File: src/rtl/fetch_unit_if.sv
// Fetch-unit bus bundle: instruction-memory request channel, redirect input and decode output.
// The fetch unit connects through the master modport and its environment through the slave modport.
interface fetch_unit_if #(
  parameter int XLEN = 32
);
  logic            pc_load_in;
  logic [XLEN-1:0] pc_load_addr_in;
  logic            ins_mem_valid_out;
  logic [XLEN-1:0] ins_mem_addr_out;
  logic            ins_mem_ready_in;
  logic [XLEN-1:0] ins_mem_data_in;
  logic            fetch_valid_out;
  logic [XLEN-1:0] fetch_ins_out;
  logic [XLEN-1:0] fetch_pc_out;
  logic            decode_ready_in;

  modport master (
    input  pc_load_in,
    input  pc_load_addr_in,
    output ins_mem_valid_out,
    output ins_mem_addr_out,
    input  ins_mem_ready_in,
    input  ins_mem_data_in,
    output fetch_valid_out,
    output fetch_ins_out,
    output fetch_pc_out,
    input  decode_ready_in
  );

  modport slave (
    output pc_load_in,
    output pc_load_addr_in,
    input  ins_mem_valid_out,
    input  ins_mem_addr_out,
    output ins_mem_ready_in,
    output ins_mem_data_in,
    input  fetch_valid_out,
    input  fetch_ins_out,
    input  fetch_pc_out,
    output decode_ready_in
  );
endinterface

File: src/rtl/fetch_unit.sv
// Instruction fetch: PC register, 2-entry {pc, ins} queue to decode, and a small FSM that
// throttles memory requests when the queue is full or a redirect is in progress.
module fetch_unit #(
  parameter int              XLEN         = 32,
  parameter logic [XLEN-1:0] RESET_VECTOR = '0
) (
  input  logic         clock_in,
  input  logic         reset_in,
  fetch_unit_if.master bus
);

  typedef enum logic [1:0] {
    S_RESET = 2'd0,
    S_FETCH = 2'd1,
    S_FULL  = 2'd2
  } state_t;

  state_t          state_q, state_d;
  logic [XLEN-1:0] pc_q, pc_d;
  logic [1:0]      count_q, count_d;
  logic [XLEN-1:0] qpc_q  [2];
  logic [XLEN-1:0] qpc_d  [2];
  logic [XLEN-1:0] qins_q [2];
  logic [XLEN-1:0] qins_d [2];

  logic redirect;
  logic req;
  logic xfer;
  logic pop;
  logic slot;

  assign redirect = bus.pc_load_in;
  assign xfer     = req & bus.ins_mem_ready_in;
  // A redirect discards the queue, so a simultaneous decode handshake must not consume anything.
  assign pop      = (count_q != 2'd0) & bus.decode_ready_in & ~redirect;
  assign slot     = count_q[0] & ~pop;

  always_ff @(posedge clock_in) begin
    if (!reset_in) begin
      state_q <= S_RESET;
    end else begin
      state_q <= state_d;
    end
  end

  always_comb begin
    state_d = state_q;
    case (state_q)
      S_RESET: state_d = S_FETCH;
      S_FETCH, S_FULL: begin
        if (redirect) begin
          state_d = S_FETCH;
        end else if (count_d == 2'd2) begin
          state_d = S_FULL;
        end else begin
          state_d = S_FETCH;
        end
      end
      default: state_d = S_RESET;
    endcase
  end

  always_comb begin
    req = (state_q == S_FETCH) && (count_q < 2'd2) && !redirect;
  end

  always_comb begin
    pc_d    = pc_q;
    count_d = count_q;
    qpc_d   = qpc_q;
    qins_d  = qins_q;
    if (redirect) begin
      pc_d      = bus.pc_load_addr_in & ~XLEN'(3);
      count_d   = 2'd0;
      qpc_d[0]  = '0;
      qpc_d[1]  = '0;
      qins_d[0] = '0;
      qins_d[1] = '0;
    end else begin
      if (pop) begin
        qpc_d[0]  = qpc_q[1];
        qins_d[0] = qins_q[1];
      end
      // Requests are only issued below count 2, so the push slot is the first free one after any pop.
      if (xfer) begin
        qpc_d[slot]  = pc_q;
        qins_d[slot] = bus.ins_mem_data_in;
        pc_d         = pc_q + XLEN'(4);
      end
      count_d = count_q + {1'b0, xfer} - {1'b0, pop};
    end
  end

  always_ff @(posedge clock_in) begin
    if (!reset_in) begin
      pc_q    <= RESET_VECTOR;
      count_q <= 2'd0;
      for (int i = 0; i < 2; i++) begin
        qpc_q[i]  <= '0;
        qins_q[i] <= '0;
      end
    end else begin
      pc_q    <= pc_d;
      count_q <= count_d;
      for (int i = 0; i < 2; i++) begin
        qpc_q[i]  <= qpc_d[i];
        qins_q[i] <= qins_d[i];
      end
    end
  end

  assign bus.ins_mem_valid_out = req;
  assign bus.ins_mem_addr_out  = pc_q;
  assign bus.fetch_valid_out   = (count_q != 2'd0);
  assign bus.fetch_ins_out     = (count_q != 2'd0) ? qins_q[0] : '0;
  assign bus.fetch_pc_out      = (count_q != 2'd0) ? qpc_q[0]  : '0;

endmodule

File: src/flat_wrapper.sv
// flat-port wrapper written by rule: the top's interface ports become plain ports
module fetch_unit_flat 
#(
  parameter int              XLEN         = 32,
  parameter logic [XLEN-1:0] RESET_VECTOR = '0
)
  (clock_in, reset_in, bus_pc_load_in, bus_pc_load_addr_in, bus_ins_mem_valid_out, bus_ins_mem_addr_out, bus_ins_mem_ready_in, bus_ins_mem_data_in, bus_fetch_valid_out, bus_fetch_ins_out, bus_fetch_pc_out, bus_decode_ready_in);
  fetch_unit_if #(.XLEN(XLEN)) bus_i ();
  input  logic clock_in;
  input  logic reset_in;
  input wire logic [$bits(bus_i.pc_load_in)-1:0] bus_pc_load_in;
  input wire logic [$bits(bus_i.pc_load_addr_in)-1:0] bus_pc_load_addr_in;
  output wire logic [$bits(bus_i.ins_mem_valid_out)-1:0] bus_ins_mem_valid_out;
  output wire logic [$bits(bus_i.ins_mem_addr_out)-1:0] bus_ins_mem_addr_out;
  input wire logic [$bits(bus_i.ins_mem_ready_in)-1:0] bus_ins_mem_ready_in;
  input wire logic [$bits(bus_i.ins_mem_data_in)-1:0] bus_ins_mem_data_in;
  output wire logic [$bits(bus_i.fetch_valid_out)-1:0] bus_fetch_valid_out;
  output wire logic [$bits(bus_i.fetch_ins_out)-1:0] bus_fetch_ins_out;
  output wire logic [$bits(bus_i.fetch_pc_out)-1:0] bus_fetch_pc_out;
  input wire logic [$bits(bus_i.decode_ready_in)-1:0] bus_decode_ready_in;
  assign bus_i.pc_load_in = bus_pc_load_in;
  assign bus_i.pc_load_addr_in = bus_pc_load_addr_in;
  assign bus_ins_mem_valid_out = bus_i.ins_mem_valid_out;
  assign bus_ins_mem_addr_out = bus_i.ins_mem_addr_out;
  assign bus_i.ins_mem_ready_in = bus_ins_mem_ready_in;
  assign bus_i.ins_mem_data_in = bus_ins_mem_data_in;
  assign bus_fetch_valid_out = bus_i.fetch_valid_out;
  assign bus_fetch_ins_out = bus_i.fetch_ins_out;
  assign bus_fetch_pc_out = bus_i.fetch_pc_out;
  assign bus_i.decode_ready_in = bus_decode_ready_in;
  fetch_unit #(.XLEN(XLEN), .RESET_VECTOR(RESET_VECTOR)) u_core (.clock_in(clock_in), .reset_in(reset_in), .bus(bus_i));
endmodule
File: config.mk
export PLATFORM = sky130hd
export DESIGN_NAME = fetch_unit_flat
export DESIGN_NICKNAME = d
export VERILOG_FILES = /design/src/rtl/fetch_unit_if.sv /design/src/rtl/fetch_unit.sv /design/src/flat_wrapper.sv
export SDC_FILE = /design/constraint.sdc
export NUM_CORES = 1
export LEC_CHECK = 0
export CORE_UTILIZATION = 45
export CTS_CLUSTER_DIAMETER = 60
export DETAILED_ROUTE_END_ITERATION = 7
export PLACE_DENSITY = 0.7
export SLEW_MARGIN = 10
export SYNTH_ARGS = -nofsm -noshare
export SYNTH_HDL_FRONTEND = slang
export SYNTH_SLANG_ARGS = --single-unit
File: constraint.sdc
create_clock -name clock_in -period 3 [get_ports clock_in]
set_input_delay 0.6 -clock clock_in [delete_from_list [all_inputs] [get_ports clock_in]]
set_output_delay 0.6 -clock clock_in [all_outputs]
set_load 0.02 [all_outputs]
## Word-level counts from Yosys, hierarchy flattened

Cells that the tools add are included.

| word-level totals | value |
|---|---|
| register bits | 164 |
| bits of input ports | 69 |
| output and inout bits | 98 |
| word-level logic and storage cells | 52 |

| cells by class | value |
|---|---|
| add/sub/neg operators | 3 |
| magnitude comparators | 3 |
| equality and inequality tests | 3 |
| multiplexer cells | 18 |
| bitwise gates (word level) | 8 |
| reduce and logical (&&, ||, !) cells | 9 |

Operators by type and width:

| kind | count |
|---|---|
| $mux 32 | 9 |
| $bwmux 64 | 2 |
| $mux 64 | 2 |
| $add 32x3->32 const B | 1 |
| $demux 32 s1 | 1 |
| $mux 2 | 3 |
| $and 1x1->1 | 4 |
| $eq 2x2->1 const B | 2 |
| $pmux 2 s2 | 1 |
| $reduce_bool 2->1 | 2 |
| $reduce_or 2->1 | 2 |
| $logic_and 1x1->1 | 3 |
| $not 1->1 | 3 |
| $add 2x1->2 | 1 |
| $eq 2x1->1 const B | 1 |
| $ge 2x2->1 const B | 1 |
| $logic_not 2->1 | 1 |
| $lt 2x1->1 const B | 1 |
| $lt 2x2->1 const B | 1 |
| $not 1->2 | 1 |
| $sub 2x1->2 | 1 |
| $logic_not 1->1 | 1 |

## Logic depth before layout (Yosys ltp)

| depth | value |
|---|---|
| word-level depth | 12 |
| mapped depth | 13 |

## Least setup slack after synthesis

Ideal clock, no wire load.

| timing | value |
|---|---|
| path type | input -> register |
| start point | input bus_pc_load_in |
| end point | register u_core.state_q[0] |
| setup time | 0.117 ns |
| arrival | 2.650 ns |
| required time | 2.883 ns |
| setup slack | 0.233 ns |
| stages | 13 |
| cell sequence | buf_2 -> inv_2 -> nand3_1 -> buf_2 -> buf_2 -> inv_1 -> ha_1 -> inv_1 -> ha_1 -> xnor3_1 -> or3_1 -> a21oi_1 -> nor3b_1 |

| on the way | value |
|---|---|
| cells in the longest elaborated chain, start to end | 10 |
| elaborated cells between the ends (all ways) | 12 |
| classes of those cells | add/sub (2); eq/ne (1); mux (4); bitwise (3); reduce/logical (2) |

RTL lines:

| what | RTL line | RTL |
|---|---|---|
| from (decl) | flat_wrapper.sv:11 | `input wire logic [$bits(bus_i.pc_load_in)-1:0] bus_pc_load_in;` |
| $logic_not 1->1 | fetch_unit.sv:64 | `req = (state_q == S_FETCH) && (count_q < 2'd2) && !redirect;` |
| $logic_and 1x1->1 | fetch_unit.sv:64 |  |
| $and 1x1->1 | fetch_unit.sv:33 | `assign xfer = req & bus.ins_mem_ready_in;` |
| $add 2x1->2 | fetch_unit.sv:90 | `count_d = count_q + {1'b0, xfer} - {1'b0, pop};` |
| $sub 2x1->2 | fetch_unit.sv:90 |  |
| $mux 2 | fetch_unit.sv:72 | `if (redirect) begin` |
| $eq 2x2->1 | fetch_unit.sv:53 | `end else if (count_d == 2'd2) begin` |
| $mux 2 | fetch_unit.sv:53 |  |
| $mux 2 (*) | fetch_unit.sv:51 | `if (redirect) begin` |
| $pmux 2 s2 (*) | fetch_unit.sv:48 | `case (state_q)` |
| to (signal assigned) | fetch_unit.sv:42 | `state_q <= state_d;` |
| to (decl) | fetch_unit.sv:18 | `state_t state_q, state_d;` |

Every way passes the cells marked *; elsewhere a longest branch is shown, timed or not.
A chain may end at the register's enable or synchronous reset.

## Final worst setup path

| timing | value |
|---|---|
| start point | register u_core.count_q[1] |
| end point | output bus_fetch_pc_out[17] |

| on the way | value |
|---|---|
| cells in the longest elaborated chain, start to end | 2 |

RTL lines:

| what | RTL line | RTL |
|---|---|---|
| from (decl) | fetch_unit.sv:20 | `logic [1:0] count_q, count_d;` |
| from (signal assigned) | fetch_unit.sv:104 | `count_q <= count_d;` |
| $reduce_bool 2->1 | fetch_unit.sv:116 | `assign bus.fetch_pc_out = (count_q != 2'd0) ? qpc_q[0] : '0;` |
| $mux 32 | fetch_unit.sv:116 |  |
| to (decl) | flat_wrapper.sv:19 | `output wire logic [$bits(bus_i.fetch_pc_out)-1:0] bus_fetch_pc_out;` |

No other way between the ends.

==> impl_metrics.tcl <==
set metrics [dict create \
    finalSetupViolCount 0 \
    fmax_ghz 0.3515 \
    synth_ff_type "dfxtp_1" \
    drv_cap 0 \
    tns_ps 0 \
    vias 6818 \
    coreArea_mm2 0.01652 \
    syn_inst 904 \
    synth_area_per_cell_um2 8.374 \
    fin_skew_ps 6.370 \
    synth_edf_count 0 \
    grt_usage 0.2334 \
    peakVddDrop_v 0.0004046 \
    cts.sinks 162 \
    path_class "reg -> out" \
    end_kind "output pin" \
    hold_violations 0 \
    drc 0 \
    clock_latency_ps 420 \
    p_total_w 0.004920 \
    rsz0062_at_grt "no" \
    syn-cell-area_mm2 0.007570 \
    min_period_ps 2845 \
    cts_hold_buffers 0 \
    critPathLaunchType "register" \
    drive_gt1_frac 0.06711 \
    slew_headroom 0.5722 \
    grt_pass1_wl_um 32780 \
    tightest_slew_ps 641.7 \
    placement_rows 47 \
    place.port_buffers 162 \
    wl_per_cell_um 15.92 \
    antenna_found_initial 0 \
    ant_nets 0 \
    cts_max_level 4 \
    slowest_delay_ps 600 \
    hold_path_class "reg -> reg" \
    viasPerCell 5.398 \
    grt_pass1_vias 6399 \
    cts.clk_slew.worst_paths_ps 60 \
    netlist-cell-type-count 56 \
    finalNetCount 1108 \
    cts_root_buf "clkbuf_16" \
    area_growth_pct 31.82 \
    slowest_stage "clkdlybuf4s50_1" \
    die_x_um 131.7 \
    cts_setup_buffers 0 \
    drtPass1Iterations 5 \
    leakage_nw 3.919 \
    cts_buffer_depth 2 \
    diodes 0 \
    worst_ep_arrival_time_ps 2240 \
    place_hpwl_um 13160 \
    yosysSeqAreaShare 0.4284 \
    synth_warnings 0 \
    ys_seq_elements 162 \
    cts_tree "done" \
    r2r-start "u_core.count_q[1]$_SDFF_PN0_" \
    outcome "finished clean" \
    wl_um 20110 \
    die_h_um 131.7 \
    slew_viol_final 0 \
    critPathMaxFanout 15 \
    p_per_area_mw_per_mm2 493.1 \
    fin_crit_sh 0.9483 \
    worstSetupStartpoint "u_core.count_q[1]$_SDFF_PN0_" \
    ys_async_sr_fraction 0 \
    cts_buffers 17 \
    start_util 0.4581 \
    io_pins 167 \
    gp_congestion 0.7924 \
    dieArea_mm2 0.01734 \
    worst_ep_required_time_ps 2400 \
    grt_overflow 0 \
    grt_max_degree 101 \
    drt_iter0_markers 464 \
    path_cells "or2_4 > buf_4 > and2_1 > clkdlybuf4s50_1" \
]
==> through the flow <==
step | worst slack, ps | area [um^2] | cells | util | hold WS, ps
2_1_floorplan | 233.3 | 7574 | 905 | - | 435.7
3_5_place_dp | 199.9 | 9369 | 1232 | 0.5670 | 446.9
4_1_cts | 101.5 | 9972 | 1262 | 0.6035 | 455.1
6_report | 155.1 | 9978 | 1263 | 0.6038 | 452.5
5_1_grt | 57.92 | 9978 | 1263 | 0.6038 | 468.5
3_3_place_gp | 245.8 | 9369 | 1232 | 0.5670 | 441.5
==> cell usage after synthesis (7+ instances only) <==
| master | instances | area (um^2) |
|---|---|---|
| or3_1 | 9 | 56.30 |
| and3_1 | 10 | 62.56 |
| nor2_1 | 69 | 259.0 |
| a31oi_1 | 10 | 62.56 |
| clkbuf_1 | 58 | 217.7 |
| dfxtp_1 | 162 | 3243 |
| and2_1 | 66 | 412.9 |
| or4_1 | 10 | 75.07 |
| buf_2 | 10 | 50.05 |
| ha_1 | 7 | 87.58 |
| nand2_1 | 142 | 533.0 |
| o21ai_0 | 26 | 130.1 |
| nand3_1 | 23 | 115.1 |
| nor3_1 | 8 | 40.04 |
| a211oi_1 | 63 | 473.0 |
| a21oi_1 | 67 | 335.3 |
| mux2i_1 | 64 | 640.6 |
| nand4_1 | 13 | 81.33 |
==> cell usage in the layout (no fill, tap or decap), drive strengths merged, types with 6 or more instances in the layout <==
master / instances
xnor2: 6
nand2: 142
and3: 10
nand3: 23
ha: 7
nor4: 6
nand2b: 6
o21ai: 26
nand4: 14
or3: 11
dfxtp: 162
o211a: 6
and2: 66
clkdlybuf4s50: 162
a21oi: 67
clkbuf: 20
buf: 26
a211oi: 63
mux2i: 64
a31oi: 10
o31ai: 6
inv: 7
or4: 10
nor3: 8
nor2: 69
==> power by group <==
group,internal [W],switching (W)
Sequential,0.00220,0.0000707
Combinational,0.000212,0.000231
Clock,0.00136,0.000847
Total,0.00377,0.00115
==> path summary, 6_finish.rpt <==
path | slack (ps) | depth (start not counted) | end
max | 160 | 4 | bus_fetch_pc_out[17]
min | 450 | 2 | register
max reg2reg | 590 | 10 | u_core.state_q[0]$_SDFF_PN0_
min reg2reg | 450 | 2 | register
==> critical path: cells and delay by family (launching register included) <==
family	cells	cell delay [ps]
flops	1	510
buf+inv	2	830
simple gates	2	470
==> repair_timing <==
| item | 4_1_cts | 5_1_grt |
|---|---|---|
| pin swaps | 0 | 1 |
| endpoints found under the hold margin | 0 | 0 |
| gates cloned | 0 | 1 |
| endpoints found under the setup margin | 40 | 1 |
| gates resized for setup | 1 | 0 |
==> final cells by class <==
type	count	area (um^2)
fill	1456	6546
multi-input combinational	656	3966
sequential	162	3243
timing repair buffer	188	1867
clock buffer	20	466.7
tap	220	275.3
clock inverter	10	133.9
inverter	7	26.28
==> kinds of logic after synthesis <==
| family | Yosys count | synth area share |
|---|---|---|
| adder cells (fa/ha/maj) | 7 | 0.01157 |
| XOR/XNOR | 9 | 0.01223 |
| buffers and inverters | 88 | 0.05339 |
| flip-flops | 162 | 0.4284 |
| other | 1 | 0.0004954 |
| multiplexers | 64 | 0.08463 |
| AO/OA/AOI/OAI | 190 | 0.1598 |
| AND/OR/NAND/NOR | 383 | 0.2494 |
==> metal layers <==
layer | global-route usage | share of wire
met1 | 0.3196 | 0.47
met2 | 0.3751 | 0.47
met3 | 0.04282 | 0.055
met4 | 0.06654 | 0.013
met5 | 0 | 0
Note: power is estimated with default switching activity, not from simulation.
